**src/rtl/tmboc_code_correlator.sv**
```systemverilog
// TMBOC code correlator: wipes the local chip stream off I/Q samples and coherently
// accumulates over rx_coh_num code periods. Optional power output under TMBOC_CORR_POWER_EN.
module tmboc_code_correlator #(
   parameter int SAMPLE_WIDTH = 4,
   parameter int ACC_WIDTH    = 24,
   parameter int COH_WIDTH    = 4
) (
   input  logic                           rx_clk,
   input  logic                           rx_rst,
   input  logic                           rx_enable,
   input  logic signed [SAMPLE_WIDTH-1:0] rx_sample_i,
   input  logic signed [SAMPLE_WIDTH-1:0] rx_sample_q,
   input  logic                           rx_sample_valid,
   input  logic                           rx_loc_tmboc,
   input  logic                           rx_prn_sop,
   input  logic                           rx_prn_eop,
   input  logic [COH_WIDTH-1:0]           rx_coh_num,
   output logic signed [ACC_WIDTH-1:0]    tx_corr_i,
   output logic signed [ACC_WIDTH-1:0]    tx_corr_q,
   output logic                           tx_corr_valid,
   output logic                           tx_corr_sat,
   output logic                           tx_busy
`ifdef TMBOC_CORR_POWER_EN
   ,
   output logic [2*ACC_WIDTH:0]           tx_corr_pwr,
   output logic                           tx_pwr_valid
`endif
);

   localparam logic [1:0] ST_IDLE  = 2'd0;
   localparam logic [1:0] ST_ACCUM = 2'd1;
   localparam logic [1:0] ST_DUMP  = 2'd2;

   localparam logic [ACC_WIDTH-1:0] ACC_ZERO = '0;
   localparam logic [ACC_WIDTH-1:0] ACC_MAX  = {1'b0, {(ACC_WIDTH-1){1'b1}}};
   localparam logic [ACC_WIDTH-1:0] ACC_MIN  = {1'b1, {(ACC_WIDTH-1){1'b0}}};

   logic [1:0]           state;
   logic [ACC_WIDTH-1:0] acc_i;
   logic [ACC_WIDTH-1:0] acc_q;
   logic [COH_WIDTH-1:0] period_cnt;
   logic                 sat_flag;

   logic [ACC_WIDTH-1:0] ext_i;
   logic [ACC_WIDTH-1:0] ext_q;
   logic [ACC_WIDTH-1:0] prod_i;
   logic [ACC_WIDTH-1:0] prod_q;
   logic [ACC_WIDTH:0]   nxt_i;
   logic [ACC_WIDTH:0]   nxt_q;
   logic                 add_sat;
   logic [COH_WIDTH-1:0] coh_term;
   logic                 at_term;
   logic                 first_term;
   logic                 start_sample;

   // Returns {clamped, value}; overflow shows as disagreement of the two top sum bits.
   function automatic logic [ACC_WIDTH:0] sat_add(input logic [ACC_WIDTH-1:0] a,
                                                  input logic [ACC_WIDTH-1:0] b);
      logic [ACC_WIDTH:0] s;
      s = {a[ACC_WIDTH-1], a} + {b[ACC_WIDTH-1], b};
      if (s[ACC_WIDTH] != s[ACC_WIDTH-1])
         return {1'b1, (s[ACC_WIDTH] ? ACC_MIN : ACC_MAX)};
      return {1'b0, s[ACC_WIDTH-1:0]};
   endfunction

   assign ext_i  = {{(ACC_WIDTH-SAMPLE_WIDTH){rx_sample_i[SAMPLE_WIDTH-1]}}, rx_sample_i};
   assign ext_q  = {{(ACC_WIDTH-SAMPLE_WIDTH){rx_sample_q[SAMPLE_WIDTH-1]}}, rx_sample_q};
   assign prod_i = rx_loc_tmboc ? (ACC_ZERO - ext_i) : ext_i;
   assign prod_q = rx_loc_tmboc ? (ACC_ZERO - ext_q) : ext_q;
   assign nxt_i  = sat_add(acc_i, prod_i);
   assign nxt_q  = sat_add(acc_q, prod_q);
   assign add_sat = nxt_i[ACC_WIDTH] | nxt_q[ACC_WIDTH];

   // A coherent count of zero behaves as a single period.
   assign coh_term   = (rx_coh_num == '0) ? '0 : rx_coh_num - COH_WIDTH'(1);
   assign at_term    = (period_cnt == coh_term);
   assign first_term = (coh_term == '0);

   assign start_sample = rx_enable && rx_sample_valid &&
                         (((state == ST_IDLE) && rx_prn_sop) || (state == ST_DUMP));

   assign tx_corr_valid = (state == ST_DUMP);
   assign tx_busy       = (state != ST_IDLE);

   always_ff @(posedge rx_clk or negedge rx_rst) begin
      if (!rx_rst) begin
         state       <= ST_IDLE;
         acc_i       <= '0;
         acc_q       <= '0;
         period_cnt  <= '0;
         sat_flag    <= 1'b0;
         tx_corr_i   <= '0;
         tx_corr_q   <= '0;
         tx_corr_sat <= 1'b0;
      end else if (!rx_enable && (state != ST_IDLE)) begin
         state      <= ST_IDLE;
         acc_i      <= '0;
         acc_q      <= '0;
         period_cnt <= '0;
         sat_flag   <= 1'b0;
      end else if (start_sample) begin
         // The product alone can never clamp, so the new interval starts unsaturated.
         acc_i      <= prod_i;
         acc_q      <= prod_q;
         period_cnt <= '0;
         sat_flag   <= 1'b0;
         state      <= ST_ACCUM;
         if (rx_prn_eop) begin
            if (first_term) begin
               tx_corr_i   <= prod_i;
               tx_corr_q   <= prod_q;
               tx_corr_sat <= 1'b0;
               state       <= ST_DUMP;
            end else begin
               period_cnt <= COH_WIDTH'(1);
            end
         end
      end else if ((state == ST_ACCUM) && rx_sample_valid) begin
         acc_i    <= nxt_i[ACC_WIDTH-1:0];
         acc_q    <= nxt_q[ACC_WIDTH-1:0];
         sat_flag <= sat_flag | add_sat;
         if (rx_prn_eop) begin
            if (at_term) begin
               tx_corr_i   <= nxt_i[ACC_WIDTH-1:0];
               tx_corr_q   <= nxt_q[ACC_WIDTH-1:0];
               tx_corr_sat <= sat_flag | add_sat;
               state       <= ST_DUMP;
            end else begin
               period_cnt <= period_cnt + COH_WIDTH'(1);
            end
         end
      end else if (state == ST_DUMP) begin
         acc_i      <= '0;
         acc_q      <= '0;
         period_cnt <= '0;
         sat_flag   <= 1'b0;
         state      <= ST_ACCUM;
      end
   end

`ifdef TMBOC_CORR_POWER_EN
   localparam int PW = 2 * ACC_WIDTH;

   logic [PW-1:0] sq_i;
   logic [PW-1:0] sq_q;
   logic          pwr_v1;

   // Squares latch the dumped result, then the sum lands one cycle later.
   always_ff @(posedge rx_clk or negedge rx_rst) begin
      if (!rx_rst) begin
         sq_i         <= '0;
         sq_q         <= '0;
         pwr_v1       <= 1'b0;
         tx_corr_pwr  <= '0;
         tx_pwr_valid <= 1'b0;
      end else begin
         pwr_v1       <= tx_corr_valid;
         tx_pwr_valid <= pwr_v1;
         if (tx_corr_valid) begin
            sq_i <= PW'(tx_corr_i) * PW'(tx_corr_i);
            sq_q <= PW'(tx_corr_q) * PW'(tx_corr_q);
         end
         if (pwr_v1)
            tx_corr_pwr <= {1'b0, sq_i} + {1'b0, sq_q};
      end
   end
`endif

endmodule

```
**config.mk**
```make
export PLATFORM = sky130hd
export DESIGN_NAME = tmboc_code_correlator
export DESIGN_NICKNAME = d
export VERILOG_FILES = /design/src/rtl/tmboc_code_correlator.sv
export SDC_FILE = /design/constraint.sdc
export NUM_CORES = 1
export LEC_CHECK = 0
export CAP_MARGIN = 20
export CORE_MARGIN = 10
export CORE_UTILIZATION = 50
export CTS_BUF_LIST = sky130_fd_sc_hd__clkbuf_8
export CTS_CLUSTER_DIAMETER = 60
export DETAILED_ROUTE_END_ITERATION = 7
export PLACE_DENSITY_LB_ADDON = 0.15
export RECOVER_POWER = 50
export SYNTH_ARGS = -nofsm -noshare
export SYNTH_HDL_FRONTEND = slang
export SYNTH_SLANG_ARGS = --single-unit
```
**constraint.sdc**
```tcl
create_clock -name rx_clk -period 4.7 [get_ports rx_clk]
set_clock_uncertainty 0.15 [all_clocks]
set_input_delay 0.94 -clock rx_clk [delete_from_list [all_inputs] [get_ports rx_clk]]
set_output_delay 0.94 -clock rx_clk [all_outputs]
set_load 0.005 [all_outputs]
```
==> impl_results.md <==
- Status: finished with violations
- Failing checks: max-capacitance violations, max-slew violations
- Global Route Usage Sum: a little over a fifth
- Largest net degree at the start of global routing: 62
- DRC viols: 0
- Post-synth net total: between 900 and 1,000
- RR Endpoint: acc_i[14]$_DFFE_PN0P_
- Startpoint Class: input pin
- Vias: just over 7,000
- Hold depth: 2
- Detail Placement HPWL: roughly 17,000 µm
- Die ar.: ~0.020 mm²
- Final WL: 21,700 µm
- Slew @ Worst Pin: around 3400 ps
- Pwr Total: 6.17 mW
- Placeable Area: 0.0144 mm²
- DRT Pass-1 Iters: 5
- Post-synth EDFFs: 0
- Die Wd: 141 µm
- Max clock buf depth: 2
- Gate Count Post-Synth: 845
- Commonest non-fill, non-tap cell in the layout: nand2_1
- Synthesized flop and latch total: ~100
- Critical path arrival: roughly 4700 ps
- Final Setup Violations: 0
- Post-CTS sizing: 0
- Sw Pwr: approximately 2.7 mW
- Worst Hold Class: register to register
- Achievable frequency: 220 MHz
- Fraction of layout cells with a size suffix above 1: roughly 15%
- Vias in the first global route: a little over 7,000
- CTS tree: done
- Clk Latency, worst-skew pair: ~400 ps
- Antenna violations before repair: 0
- Layout fillers: ~1,300
- Routability cong.: 0.921
- Pint: around 3.4 mW
- Synth warn: 0
- Postcts setup bufs: 0
- Clk pwr share: roughly a tenth
- Die H: 141 µm
- Syn_area_per_cell: just under 9 µm²
- CTS buffer count: 9
- FF-to-FF path depth: 13
- Io pins: 70
- Hold Buf Count CTS: 0
- Power per cell area: 671 mW/mm²
- Reg-to-reg startpoint: acc_i[0]$_DFFE_PN0P_
- Final Critical Period: between 4000 and 5000 ps
- Synthesized area: around 0.0073 mm²
- Combinational power share: between 60% and 70%
- Worst relative slew slack: -126%
- CTS Sinks: around 100
- Slowest stage delay, CP: 440 ps
- Seq/Total Area, Yosys: between 30 and 40%
- CP Cell Sequence: clkdlybuf4s50_1 -> inv_1 -> ha_1 -> inv_1 -> o21ai_0 -> mux2i_2 -> buf_12 -> buf_4 -> ha_1 -> buf_4 -> and2_1 -> nand4_1 -> nor3_1 -> o21ai_0 -> a21oi_1 -> mux2i_1 -> buf_4 -> a211oi_1 -> o21ai_0
- Slowest CP cell: a211oi_1
- Final Cycle Share: a little over nine tenths
- First-pass GRT wire length: roughly 36,000 µm
- Row count: 44
- Area delta synth->final: 25.6%
- Sequential share of power: about a quarter
- Switching share of power: between 40% and 50%
- ANT cells: 0
- Clock-pin slew on the worst setup and hold paths: around 110 ps
- Synth cell types: 64
- WP data required: roughly 4800 ps
- Peak VDD IR: 0.343 mV
- Ys flop type: dfrtp_1
- Hold Crit Start: tx_corr_i[13]$_DFFE_PN0P_
- Via density per instance: around 5.9
- Crit-path max FO: 16
- Overflow after GRT: 0
- Fin util: a little under two thirds
- Lkg Pwr: 4.38 nW
- WL/cell: 18.2 µm
- Final net count: between 1,000 and 1,500
- Final slew viol count: a little over 60
- H-tree depth: 3
- Most frequent cells in the layout: nand2_1, buf_4, dfrtp_1
- Hold Vio Cnt, Final: 0
- Crit Path Class: input pin to register
- Asr flop ratio synth: 100%
- Max Cap Violations: 1
- Initial core utilization: roughly 50%
- CP endpoint kind: register
- Iter 0 DRT Violations: 441
- Worst Hold Endpoint: tx_corr_i[13]$_DFFE_PN0P_
- Reg-to-reg slack, setup: about 1200 ps
- Port bufs: 69
- Final ANT Viol Nets: 0
- Root Buffer: clkbuf_8
==> per-stage QoR <==
stage / hold WS (ps) / setup slack (ps) / instances / TNS [ps] / area, µm²
floorplan: 303 / 104 / 845 / 0 / 7330
global route: 369 / -1.16 / 1190 / -1.16 / 9200
detailed placement: 322 / -345 / 1174 / -16810 / 8990
global placement: 310 / -268 / 1174 / -10590 / 8990
CTS: 350 / 116 / 1190 / 0 / 9190
finish: 333 / 156 / 1190 / 0 / 9200
==> flip-flops by register name, indices dropped and copies added (netlist names) <==
name	count
sat_flag	1
tx_corr_q	24
period_cnt	4
acc_q	24
tx_corr_i	24
acc_i	24
state	2
tx_corr_sat	1
==> worst max-delay path: cells and delay by family <==
kind	cells	cell delay, ps
and+or+nand+nor	3	610
adders and majority gates	2	430
muxes	2	230
buffers and inverters	7	1180
AOI/OAI and AO/OA	5	1250
==> cell type report <==
cell class	instances	area, µm²	area share, %
multi-input combinational	678	4500	48.9
clock inverter	7	81.3	0.884
tap	184	230	2.50
sequential	104	2600	28.3
timing repair buffer	187	1590	17.3
clock buffer	9	124	1.35
inverter	21	78.8	0.857
==> synthesized netlist by cell type (10+ instances only) <==
master,count,area share (%)
a22o_1,30,3.6
dfrtp_1,104,36
a21o_1,32,3.3
inv_1,21,1.1
nor2b_1,10,0.85
xnor2_1,24,2.9
ha_1,51,8.7
xor2_1,21,2.5
o211ai_1,18,1.8
o31ai_1,16,1.6
nand2b_1,14,1.2
o21ai_0,83,5.7
a211oi_1,27,2.8
nor2_1,41,2.1
nor3_1,16,1.1
clkbuf_1,33,1.7
nand3_1,10,0.68
nand2_1,118,6.0
a21oi_1,63,4.3
==> power groups by stage <==
stage                     sequential (mW)  clock [mW]  combinational [mW]
final                                1.49       0.591                4.09
after detailed placement             1.51           0                4.05
after floorplan                      1.46           0                2.43
after global routing                 1.54       0.645                4.50
after CTS                            1.50       0.610                4.09
after global placement               1.50           0                3.98
==> layer usage <==
| metal | share of wire, % | track usage (%) |
|---|---|---|
| met1 | 44 | 26.9 |
| met3 | 4.7 | 4.33 |
| met5 | 0 | 0 |
| met2 | 49 | 37.5 |
| met4 | 2.0 | 6.52 |
==> logic make-up after synthesis <==
kind of cell / Yosys count / share of synthesized area (%)
xor+xnor: 45 / 5.38
simple gates: 244 / 15.3
fa+ha+maj: 53 / 9.26
buf+inv: 63 / 3.50
mux: 8 / 1.25
flops: 104 / 35.5
compound gates: 328 / 29.8
==> worst max path at each step <==
stage	slack, ps	start	endpoint
floorplan	100	rx_loc_tmboc	acc_i[15]$_DFFE_PN0P_
global placement	-270	rx_sample_q[0]	tx_corr_q[16]$_DFFE_PN0P_
detailed placement	-340	rx_sample_i[0]	tx_corr_i[20]$_DFFE_PN0P_
CTS	120	rx_sample_q[1]	acc_q[16]$_DFFE_PN0P_
global route	-1	rx_sample_q[1]	tx_corr_q[13]$_DFFE_PN0P_
finish	160	rx_sample_i[0]	acc_i[14]$_DFFE_PN0P_
Power figures use the tool's default switching activity.
